### src/rtl/dmac_pkg.sv
// DMAC main controller shared types.
// AHB transfer codes, controller states and arbitration modes.
package dmac_pkg;

    typedef enum logic [1:0] {
        Idle    = 2'b00,
        Busy    = 2'b01,
        Non_Seq = 2'b10,
        Seq     = 2'b11
    } HTrans_t;

    typedef enum logic [2:0] {
        IDLE     = 3'd0,
        BUS_REQD = 3'd1,
        CFG      = 3'd2,
        START    = 3'd3,
        RUN      = 3'd4
    } ctrl_state_t;

    localparam int ARB_FIXED = 0;
    localparam int ARB_RR    = 1;

endpackage

### src/rtl/dmac_arbiter.sv
// DMAC request arbiter.
// Fixed priority (highest index) or round-robin from a stored pointer.
module dmac_arbiter
    import dmac_pkg::*;
#(
    parameter int NUM_CH   = 4,
    parameter int ARB_MODE = ARB_FIXED
) (
    input  logic                      clk,
    input  logic                      rst,
    input  logic [NUM_CH-1:0]         req,
    input  logic                      upd,
    input  logic [$clog2(NUM_CH)-1:0] cur_idx,
    output logic [NUM_CH-1:0]         gnt_oh,
    output logic [$clog2(NUM_CH)-1:0] gnt_idx
);

    localparam int IW = $clog2(NUM_CH);
    localparam logic [NUM_CH-1:0] CH_ONE = NUM_CH'(1);

    logic [IW-1:0] rr_ptr;
    logic [IW-1:0] jj;
    logic          found;

    // Pick the winner index from the latched request vector
    always_comb begin
        gnt_idx = '0;
        found   = 1'b0;
        jj      = '0;
        for (int k = 0; k < NUM_CH; k++) begin
            if (ARB_MODE == ARB_FIXED) begin
                if (req[k]) gnt_idx = IW'(k);
            end else begin
                jj = IW'((int'(rr_ptr) + k) % NUM_CH);
                if (!found && req[jj]) begin
                    gnt_idx = jj;
                    found   = 1'b1;
                end
            end
        end
    end

    assign gnt_oh = CH_ONE << gnt_idx;

    // Round-robin pointer moves past the channel that just completed
    always_ff @(posedge clk or posedge rst) begin
        if (rst) begin
            rr_ptr <= '0;
        end else if (upd) begin
            if (cur_idx == IW'(NUM_CH - 1))
                rr_ptr <= '0;
            else
                rr_ptr <= cur_idx + IW'(1);
        end
    end

endmodule

### src/rtl/dmac_mch_main_ctrl.sv
// DMAC N-channel main controller.
// Arbitrates, fetches the descriptor over AHB, runs and completes a channel.
module dmac_mch_main_ctrl
    import dmac_pkg::*;
#(
    parameter int NUM_CH    = 4,
    parameter int CFG_WORDS = 4,
    parameter int ARB_MODE  = ARB_FIXED
) (
    input  logic                         clk,
    input  logic                         rst,
    input  logic [NUM_CH-1:0]            DmacReq,
    input  logic                         Bus_Grant,
    input  logic                         HReady,
    input  logic [NUM_CH-1:0]            Ch_Done,
    output logic                         Bus_Req,
    output logic [NUM_CH-1:0]            ReqAck,
    output logic [$clog2(NUM_CH)-1:0]    Active_Ch,
    output logic [$clog2(CFG_WORDS)-1:0] Cfg_Word_Idx,
    output logic [1:0]                   config_HTrans,
    output logic [CFG_WORDS-1:0]         Cfg_Reg_en,
    output logic [NUM_CH-1:0]            Channel_en,
    output logic                         Ch_Pause,
    output logic [NUM_CH-1:0]            Interrupt
);

    localparam int IW = $clog2(NUM_CH);
    localparam int CW = $clog2(CFG_WORDS);
    localparam logic [NUM_CH-1:0]    CH_ONE = NUM_CH'(1);
    localparam logic [CFG_WORDS-1:0] CW_ONE = CFG_WORDS'(1);

    ctrl_state_t state, nstate;

    logic [NUM_CH-1:0] req_q;
    logic [NUM_CH-1:0] ack_q;
    logic [IW-1:0]     act_q;
    logic [CW-1:0]     widx_q;
    logic [CW-1:0]     pidx_q;
    logic              pend_q;
    logic              issued_q;
    HTrans_t           ht_q;

    logic [NUM_CH-1:0] gnt_oh;
    logic [IW-1:0]     gnt_idx;
    logic [NUM_CH-1:0] ch_oh;
    logic              done_hit;
    logic              last_word;
    logic              run_done;

    assign ch_oh     = CH_ONE << act_q;
    assign done_hit  = Ch_Done[act_q];
    assign last_word = (widx_q == CW'(CFG_WORDS - 1));
    assign run_done  = (state == RUN) && done_hit;

    dmac_arbiter #(
        .NUM_CH   (NUM_CH),
        .ARB_MODE (ARB_MODE)
    ) u_arb (
        .clk     (clk),
        .rst     (rst),
        .req     (req_q),
        .upd     (run_done),
        .cur_idx (act_q),
        .gnt_oh  (gnt_oh),
        .gnt_idx (gnt_idx)
    );

    // State register
    always_ff @(posedge clk or posedge rst) begin
        if (rst) state <= IDLE;
        else     state <= nstate;
    end

    // Next-state decode
    always_comb begin
        nstate = state;
        unique case (state)
            IDLE:
                if (|DmacReq) nstate = BUS_REQD;
            BUS_REQD:
                if (Bus_Grant && HReady) nstate = CFG;
            CFG:
                if (HReady && issued_q && ht_q == Idle) nstate = START;
            START:
                nstate = RUN;
            RUN:
                if (done_hit) nstate = (|DmacReq) ? BUS_REQD : IDLE;
            default:
                nstate = IDLE;
        endcase
    end

    // Request latch, winner capture and pipelined descriptor fetch
    always_ff @(posedge clk or posedge rst) begin
        if (rst) begin
            req_q    <= '0;
            ack_q    <= '0;
            act_q    <= '0;
            widx_q   <= '0;
            pidx_q   <= '0;
            pend_q   <= 1'b0;
            issued_q <= 1'b0;
            ht_q     <= Idle;
        end else begin
            ack_q <= '0;
            if ((state == IDLE || run_done) && |DmacReq)
                req_q <= DmacReq;
            case (state)
                BUS_REQD: begin
                    if (Bus_Grant && HReady) begin
                        act_q    <= gnt_idx;
                        ack_q    <= gnt_oh;
                        ht_q     <= Non_Seq;
                        widx_q   <= '0;
                        pend_q   <= 1'b0;
                        issued_q <= 1'b0;
                    end
                end
                CFG: begin
                    if (HReady) begin
                        pend_q <= 1'b0;
                        if (!Bus_Grant) begin
                            ht_q <= Idle;
                        end else if (ht_q == Non_Seq) begin
                            pend_q <= 1'b1;
                            pidx_q <= widx_q;
                            if (last_word) begin
                                issued_q <= 1'b1;
                                ht_q     <= Idle;
                            end else begin
                                widx_q <= widx_q + CW'(1);
                            end
                        end else if (!issued_q) begin
                            ht_q <= Non_Seq;
                        end
                    end
                end
                default: ;
            endcase
        end
    end

    // Output decode; write enable, pause and interrupt track live inputs
    always_comb begin
        Bus_Req    = (state != IDLE);
        Cfg_Reg_en = '0;
        Channel_en = '0;
        Ch_Pause   = 1'b0;
        Interrupt  = '0;
        case (state)
            CFG: begin
                if (HReady && pend_q) Cfg_Reg_en = CW_ONE << pidx_q;
            end
            RUN: begin
                Channel_en = ch_oh;
                Ch_Pause   = !Bus_Grant;
                if (done_hit) Interrupt = ch_oh;
            end
            default: ;
        endcase
    end

    assign ReqAck        = ack_q;
    assign Active_Ch     = act_q;
    assign Cfg_Word_Idx  = widx_q;
    assign config_HTrans = ht_q;

endmodule

### config.mk
export PLATFORM = sky130hd
export DESIGN_NAME = dmac_mch_main_ctrl
export DESIGN_NICKNAME = d
export VERILOG_FILES = /design/src/rtl/dmac_pkg.sv /design/src/rtl/dmac_arbiter.sv /design/src/rtl/dmac_mch_main_ctrl.sv
export SDC_FILE = /design/constraint.sdc
export NUM_CORES = 1
export LEC_CHECK = 0
export ABC_AREA = 1
export CORE_MARGIN = 2
export CORE_UTILIZATION = 44
export CTS_CLUSTER_SIZE = 8
export DETAILED_ROUTE_END_ITERATION = 8
export PLACE_DENSITY = 0.89
export SETUP_SLACK_MARGIN = 0.3
export SLEW_MARGIN = 10
export SYNTH_ARGS = -nofsm -noshare
export SYNTH_HDL_FRONTEND = slang
export SYNTH_SLANG_ARGS = --single-unit
### constraint.sdc
create_clock -name clk -period 1.4 [get_ports clk]
set_input_delay 0.28 -clock clk [delete_from_list [all_inputs] [get_ports clk]]
set_output_delay 0.28 -clock clk [all_outputs]
set_load 0.01 [all_outputs]
==> results.toml, run 1 <==
[outcome]
status = "finished with violations"
violations = "setup timing"

[sta]
final-hold-violation-count = 0
tns_ns = -6.28
finalClockSkew_ns = 0.0131
slew_headroom_pct = 63.1
drv_slew = 0
layout_min_cycle_time_ns = 1.74
maxClockFrequency_ghz = 0.574
setup_slack_ns = -0.342
rsz0062_at_grt = "true"
setup_viol = 32
tightest_slew_ns = 0.548
finalCritPeriodShare_pct = 124

[global_route]
gr-usage-all-layers_pct = 31.6
antenna_found_initial = 0
grt_pass1_vias = 1430
grt_max_degree = 20
grt_pass1_wl_um = 6290
overflow = 0

[synth]
synth_fp_nets = 157
ys_top_cells_by_area = "dfrtp_1 (45%), nand2_1 (13%), nand3_1 (9.5%)"
synth_xor_area_share_pct = 0
syn_inst = 144
syn_avg_cell_area_um2 = 7.32
yosys.area_share.simple_pct = 38.6
synth_seq_cells = 19
synth-compound-area-share_pct = 6.64
ys_types = 20
synth_top_family_by_area = "simple AND/OR/NAND/NOR gates"
synth_warnings = 0
yosys.area.top_type_share_pct = 45.1
syn_area_um2 = 1050
synth_fa_ha_area_share_pct = 1.19
ys_seq_area_share_pct = 45.1
yosys.area.top_type = "dfrtp_1"
synthMuxAreaShare_pct = 0

[route]
drtPass1Iterations = 4
drt_iter0_drc = 84
drt-wirelength-per-cell_um = 23.2
drc = 0
viasPerCell = 6.23
postRouteAntennaNets = 0
num_vias = 1563
drt-total-wl_um = 5820

[critical_path]
criticalPathCategory = "reg2out"
crit_buf_inv = 2
crit_fanout = 9
crit_required_ns = 1.12
rrSetupSlack_ns = -0.20
worst_setup_path_start_kind = "register"
slowest_delay_ns = 0.49
slowest_stage = "dfrtp_2"
arrival_ns = 1.46
crit_chain = "nor2_4, nand2_4, buf_8, nor3_4, buf_2"
reg2reg_to = "req_q[3]$_DFFE_PP0P_"
r2r-start = "Active_Ch[1]$_DFFE_PP0P_"
reg2reg_depth = 8
crit_path_end_kind = "output port"
cp_top_family = "flip-flops"

[finish]
final_cell_area_um2 = 2110
antenna_cells = 0
layout.cells.non_filler = 251
drive_gt1_share_pct = 63.2
fin_nets = 237
syn2layout_area_growth_pct = 100

[cts]
cts_tree = "done"
cts_buffers = 3
clk_latency_ns = 0.32
cts.path.max_buffers = 2
holdBufCountCts = 0
cts-root-buf = "clkbuf_4"
cts.clk_slew.worst_paths_ns = 0.13
clkSinkCount = 19
htree_levels = 1

[worst_hold_path]
hold_path.class = "in2async"

[pwr]
total_power_uw = 4910
p_comb_share_pct = 71.5
power_density_nw_per_um2 = 2330
switching_share_pct = 51.7
seq_power_share_pct = 22.3
clkPwrFrac_pct = 6.3
leakage_uw = 0.00103
peakVddDrop_v = 0.00185
switchingPower_uw = 2540
internal_power_uw = 2370

[place]
port-buffer-count = 34
gp_congestion = 0.888
dpl.hpwl_um = 2290
dpl.cell_count = 225
placed_area_um2 = 1700

[floorplanning]
rows = 17
ioPinCount = 36
core_um2 = 2230
dieArea_um2 = 2800
initial_core_util_pct = 47.2
fp.dieH_um = 53.0
chipWidth_um = 53.0

[job]
max_cap_viol_count = 0
## Yosys cell counts
library cell,number
a21oi_1,2
and2_1,2
buf_4,1
buf_6,1
conb_1,1
dfrtp_1,19
ha_1,1
inv_1,17
inv_2,1
nand2_1,36
nand2_2,1
nand3_1,20
nand3_2,1
nand4_1,1
nor2_1,15
nor2_4,1
nor3_1,5
nor4_1,6
o21ai_0,12
or2_1,1
## state kept, by name, indices dropped and copies added, names as in the netlist
| register | count |
|---|---|
| Active_Ch | 2 |
| Cfg_Word_Idx | 2 |
| ReqAck | 4 |
| config_HTrans | 1 |
| issued_q | 1 |
| pend_q | 1 |
| pidx_q | 2 |
| req_q | 3 |
| state | 3 |
## cell usage in the layout (no fill, tap or decap)
master	Yosys	routed
nor4_4	0	3
dfrtp_1	19	13
conb_1	1	1
nand2_4	0	9
buf_6	1	13
nand2_1	36	18
nand3_1	20	11
nand3_4	0	8
nor2_4	1	6
buf_4	1	31
nor4_2	0	3
inv_2	1	2
nor3_4	0	2
nor2_2	0	6
inv_1	17	11
nand3_2	1	2
buf_8	0	2
clkbuf_4	0	3
o21ai_0	12	7
inv_4	0	3
a21oi_1	2	2
clkdlybuf4s50_1	0	11
nand4_1	1	1
inv_8	0	1
o21ai_1	0	2
nor2_1	15	4
clkinv_2	0	1
o21ai_2	0	3
nand2_2	1	10
inv_6	0	1
nor3_2	0	3
or2_4	0	1
dfrtp_2	0	6
ha_1	1	1
and2_4	0	2
buf_2	0	20
## power groups by stage
stage	clock, uW	combinational (uW)	sequential, uW
4_1_cts	284	2710	986
3_5_place_dp	0	1900	1040
2_1_floorplan	0	1070	1080
6_report	309	3510	1090
3_3_place_gp	0	1820	1020
5_1_grt	330	3710	1100
## cell type report
type,instances,area [um^2]
multi-input cells,105,861
flip-flops and latches,19,483
inverters,18,87.6
clock buffers,3,22.5
well taps,28,35.0
clock inverters,1,5.00
repair buffers,77,619
fillers,67,120
## worst max path at each step
stage	start	to	cells past startpoint	slack (ns)
after floorplan	state[0]$_DFFE_PP0P_	Cfg_Reg_en[0]	3	0.18
after global placement	HReady	Cfg_Reg_en[3]	4	-0.57
after detailed placement	HReady	Cfg_Reg_en[2]	4	-0.63
after CTS	state[0]$_DFFE_PP0P_	Interrupt[1]	5	-0.22
after global routing	state[0]$_DFFE_PP0P_	Channel_en[3]	5	-0.43
final	state[0]$_DFFE_PP0P_	Channel_en[1]	5	-0.34
## per-layer routing
| layer | share of wire [%] | track usage [%] | vias up |
|---|---|---|---|
| li1 | - | - | 635 |
| met1 | 32 | 29.7 | 712 |
| met2 | 50 | 65.8 | 154 |
| met3 | 8.9 | 4.80 | 62 |
| met4 | 9.0 | 12.0 | 0 |
| met5 | 0 | 0 | - |
## per-stage QoR
stage          hold WS [ns]  setup slack, ns  util [%]
3_3_place_gp          0.453           -0.575      76.1
2_1_floorplan         0.231            0.182         -
3_5_place_dp          0.464           -0.629      76.1
6_report              0.321           -0.342      94.6
4_1_cts               0.291           -0.225      87.3
5_1_grt               0.319           -0.433      94.6
## worst register-to-register path, delay by kind of cell, from the launching register on
kind,cells,cell delay [ns]
AND/OR/NAND/NOR,5,0.62
flip-flops,1,0.46
buffers and inverters,3,0.42
## what timing repair did
action / 4_1_cts / 5_1_grt
pin swaps: 16 / 7
setup endpoints to repair: 42 / 42
setup buffers: 19 / 3
resized for setup: 142 / 32
## cells by family (layout without fill, tap and decap cells)
group | after synthesis | count (layout)
and+or+nand+nor | 89 | 89
buffers and inverters | 20 | 99
DFF | 19 | 19
AOI/OAI and AO/OA | 14 | 14
other | 1 | 1
adders and majority gates | 1 | 1
No activity file was read; power rests on OpenSTA's default activity.
==> run 2, diff against run 1 <==
CORE_MARGIN = 5   (was 2)
==> run 2 against run 1 <==
The flow still finishes with violations (setup timing). Cell count decreased by 0.40%. First-iteration DRC count is 35% higher. Clock skew down 0.0052 ns. Cell area grew 2.0%. Worst hold slack lost 0.021 ns. Clock power up 6%. Core utilization increased by 0.94 points. Largest power group unchanged. Sequential cell count did not move. Critical endpoint is now Channel_en[2]. Largest cell class unchanged. Clock-buffer cell count unchanged.
==> results.toml, run 2 (synthesized netlist as in run 1, its figures left out) <==
[outcome]
status = "finished with violations"
violations = "setup timing"

[global_route]
gr-usage-all-layers_pct = 28.0
antenna_found_initial = 0
overflow = 0
grt_max_degree = 20
grt_pass1_wl_um = 7250
grt_pass1_vias = 1537

[finish]
syn2layout_area_growth_pct = 104
fin_nets = 236
fill_cells = 56
drive_gt1_share_pct = 65.8
largest_register_ffs = 4
mostFrequentLayoutCells = "buf_4 (24), buf_6 (22), nand2_1 (21)"
final_common_cell = "buf_4"
antenna_cells = 0

[cts]
clk_latency_ns = 0.33
cts_tree = "done"
holdBufCountCts = 0
cts_buffers = 3
htree_levels = 1
clkSinkCount = 19
cts-root-buf = "clkbuf_4"
cts.clk_slew.worst_paths_ns = 0.13
cts.path.max_buffers = 2

[sta]
rsz0062_at_grt = "true"
drv_slew = 0
final-hold-violation-count = 0
setup_slack_ns = -0.349
finalCritPeriodShare_pct = 125
layout_min_cycle_time_ns = 1.75
setup_viol = 28
maxClockFrequency_ghz = 0.572
finalClockSkew_ns = 0.00790
holdWs_ns = 0.300
tns_ns = -5.30

[critical_path]
crit_chain = "nor2_4, nand2_4, nor3_2, buf_2"
reg2reg_to = "pidx_q[1]$_DFFE_PP0P_"
crit_buf_inv = 1
slowest_delay_ns = 0.48
rrSetupSlack_ns = -0.27
criticalPathCategory = "reg2out"
worst_setup_path_start_kind = "register"
cp_top_family = "flip-flops"
crit_required_ns = 1.12
crit_fanout = 5
crit_path_end_kind = "output port"
r2r-start = "state[2]$_DFFE_PP0P_"
reg2reg_depth = 8
slowest_stage = "dfrtp_2"
arrival_ns = 1.47

[route]
drt_iter0_drc = 113
drt-total-wl_um = 5700
drt-wirelength-per-cell_um = 22.8
drc = 0
postRouteAntennaNets = 0
viasPerCell = 6.15
drtPass1Iterations = 5
num_vias = 1537

[place]
pre_cts_ws_ns = -0.634
dpl.hpwl_um = 2560
gp_congestion = 0.860
port-buffer-count = 34

[floorplanning]
chipWidth_um = 59.0
fp.dieH_um = 59.0
core_um2 = 2250
initial_core_util_pct = 46.8
dieArea_um2 = 3480
rows = 17
ioPinCount = 36

[job]
max_cap_viol_count = 0

[pwr]
leakage_uw = 0.00103
power_density_nw_per_um2 = 2310
total_power_uw = 4970
peakVddDrop_v = 0.00224

[worst_hold_path]
hold_path.class = "in2async"
run 2: changes by cell type in the layout (fill, tap and decap cells not counted), sizes merged:
cell    change
clkinv      +1
nand2       +1
inv         -1
buf         -2
run 2: cell type report:
type	count	area, um^2	area share [%]
clock buffers	3	22.5	1.05
multi-input cells	106	897	41.6
repair buffers	75	628	29.2
inverters	18	85.1	3.95
well taps	28	35.0	1.63
clock inverters	1	5.00	0.232
flip-flops and latches	19	482	22.4
run 2: routing by layer:
layer	track usage (%)	part of all wire [%]	up-vias
li1	-	-	626
met1	28.6	32	706
met2	53.6	49	152
met3	4.17	11	53
met4	14.9	7.9	0
met5	0	0	-
run 2: worst register-to-register path, stage by stage, from the launching register on:
cell and delay, ns:
dfrtp_2 0.47, nor2_4 0.17, buf_6 0.12, buf_6 0.10
buf_6 0.12, nand3_4 0.10, nor2_4 0.16, nand2_4 0.09
a21oi_1 0.25
run 2: worst max-delay path by stage:
stage	cells after the start	from	endpoint
floorplan	3	state[0]$_DFFE_PP0P_	Cfg_Reg_en[0]
global placement	4	HReady	Cfg_Reg_en[3]
detailed placement	4	HReady	Cfg_Reg_en[2]
CTS	4	state[0]$_DFFE_PP0P_	Channel_en[3]
global route	4	state[0]$_DFFE_PP0P_	Channel_en[2]
finish	4	state[0]$_DFFE_PP0P_	Channel_en[2]
run 2: through the flow:
stage                     instance area (um^2)  util, %  instances
after CTS                                 1940     86.0        248
after floorplan                           1190        -        144
after global routing                      2150     95.6        250
after global placement                    1690     75.1        224
final                                     2150     95.6        250
after detailed placement                  1690     75.1        224
run 2: report_power, final:
group,internal (uW),switching (uW)
sequential,769,332
combinational,1500,2040
clock,108,218
run 2: timing repair:
action                     CTS  global route
gates resized for setup    140            46
cloned                       1             0
pin swaps                   14            17
setup buffers               19             2
setup endpoints to repair   42            42
==> run 3, diff against run 2 <==
CORE_UTILIZATION = 48   (was 44)
PLACE_DENSITY = 0.95   (was 0.89)
clock period = 2.1 ns   (was 1.4 ns; I/O delays follow)
==> run 3 against run 2 <==
The run now ends clean. Sequential power fell by 38%. Core utilization fell by 19 points. Wire length fell by 43%. Cell count fell by 12%. Critical endpoint is now Cfg_Reg_en[3].
==> results.toml, run 3 (synthesized netlist as in run 1, its figures left out) <==
[critical_path]
crit_buf_inv = 2
crit_required_ns = 1.68
crit_path_end_kind = "output port"
worst_setup_path_start_kind = "input pin"
cp-endpoint = "Cfg_Reg_en[3]"
crit_fanout = 4
crit_chain = "clkdlybuf4s50_1, nand2_4, nor4_4, buf_2"
path_depth = 4
criticalPathCategory = "in2out"
r2r-start = "state[0]$_DFFE_PP0P_"
slowest_delay_ns = 0.54
slowest_stage = "clkdlybuf4s50_1"
reg2reg_to = "pidx_q[1]$_DFFE_PP0P_"
arrival_ns = 1.49
reg2reg_depth = 9
rrSetupSlack_ns = 0.49
critPathLaunch = "HReady"
cp_top_family = "buffers and inverters"

[sta]
rsz0062_at_grt = "true"
drv_slew = 0
slew_headroom_pct = 50.8
tightest_slew_ns = 0.737
layout_min_cycle_time_ns = 1.91
finalClockSkew_ns = 0.00848
final-hold-violation-count = 0
maxClockFrequency_ghz = 0.524
tns_ns = 0
finalCritPeriodShare_pct = 91.0
setup_viol = 0

[floorplanning]
initial_core_util_pct = 49.1
rows = 17
dieArea_um2 = 3230
chipWidth_um = 56.9
fp.dieH_um = 56.9
core_um2 = 2150
ioPinCount = 36

[global_route]
overflow = 0
gr-usage-all-layers_pct = 19.5
grt_max_degree = 20
antenna_found_initial = 0
grt_pass1_vias = 1193
grt_pass1_wl_um = 5060

[cts]
holdBufCountCts = 0
htree_levels = 1
cts_tree = "done"
cts.path.max_buffers = 2
clkSinkCount = 19
cts.clk_slew.worst_paths_ns = 0.11
clk_latency_ns = 0.31
cts_buffers = 3
cts-root-buf = "clkbuf_4"

[finish]
layout.cells.non_filler = 220
syn2layout_area_growth_pct = 56.1
final_common_cell = "nand2_1"
fin_nets = 206
fill_cells = 149
mostFrequentLayoutCells = "nand2_1 (34), nand3_1 (20), clkdlybuf4s50_1 (20)"
antenna_cells = 0
largest_register_ffs = 4
drive_gt1_share_pct = 28.6

[worst_hold_path]
hold_path.class = "reg2reg"

[place]
gp_congestion = 0.904
dpl.hpwl_um = 2130
port-buffer-count = 34
dpl.cell_count = 207

[job]
max_cap_viol_count = 0

[route]
drt_iter0_drc = 57
drt-wirelength-per-cell_um = 14.8
viasPerCell = 5.50
num_vias = 1209
drt-total-wl_um = 3250
postRouteAntennaNets = 0
drc = 0
drtPass1Iterations = 4

[pwr]
power_density_nw_per_um2 = 1270
peakVddDrop_v = 0.000832
leakage_uw = 0.000806

[outcome]
status = "finished, final reports clean"
## run 3: changes by cell type in the layout (fill, tap and decap cells not counted), moves of 9 or more
cell	change
clkdlybuf4s50_1	+9
nand2_2	-9
nand3_1	+16
nand3_4	-9
nand2_1	+13
buf_6	-13
buf_2	-9
buf_4	-16
## run 3: timing repair
action	in CTS	in global routing
endpoints found under the setup margin	15	15
setup buffers	9	0
pin swaps	4	6
resized for setup	69	32
## run 3: worst min-delay path by stage
stage / from / end / slack, ns / depth (start not counted)
finish: req_q[1]$_DFFE_PP0P_ / ReqAck[0]$_DFF_PP0_ / 0.49 / 1
global route: issued_q$_DFFE_PP0P_ / issued_q$_DFFE_PP0P_ / 0.52 / 2
global placement: issued_q$_DFFE_PP0P_ / issued_q$_DFFE_PP0P_ / 0.46 / 2
detailed placement: req_q[1]$_DFFE_PP0P_ / ReqAck[0]$_DFF_PP0_ / 0.46 / 1
floorplan: rst / Active_Ch[0]$_DFFE_PP0P_ / 0.37 / 1
CTS: req_q[1]$_DFFE_PP0P_ / ReqAck[0]$_DFF_PP0_ / 0.48 / 1
## run 3: cell type report
| cell class | count | area (um^2) | area share [%] |
|---|---|---|---|
| multi-input combinational | 105 | 629 | 38.2 |
| tap | 28 | 35.0 | 2.13 |
| sequential | 19 | 480 | 29.2 |
| timing repair buffer | 46 | 407 | 24.7 |
| clock inverter | 1 | 5.00 | 0.304 |
| clock buffer | 3 | 22.5 | 1.37 |
| inverter | 18 | 67.6 | 4.10 |
## run 3: metal layers
metal  share of wire (%)  GRT usage, %  vias up
met5                   0             0        -
met4                 1.9          6.95        0
met3                 5.4          3.91        9
met2                  54          37.1       52
met1                  39          20.8      581
li1                    -             -      567
## run 3: report_power, final
group | switching, uW | total (uW) | internal [uW]
logic | 723 | 1210 | 491
registers | 176 | 687 | 511
clock network | 125 | 196 | 71.3
total | 1020 | 2100 | 1070
## run 3: stage by stage
stage | hold WS, ns | power, uW | area (um^2) | utilization [%] | worst slack [ns]
after floorplan | 0.371 | 1240 | 1050 | - | 0.605
after global placement | 0.459 | 1520 | 1430 | 66.7 | -0.136
after detailed placement | 0.463 | 1570 | 1430 | 66.7 | -0.207
after CTS | 0.480 | 1910 | 1500 | 69.9 | 0.138
after global routing | 0.521 | 2260 | 1650 | 76.6 | 0.159
final | 0.487 | 2100 | 1650 | 76.6 | 0.190
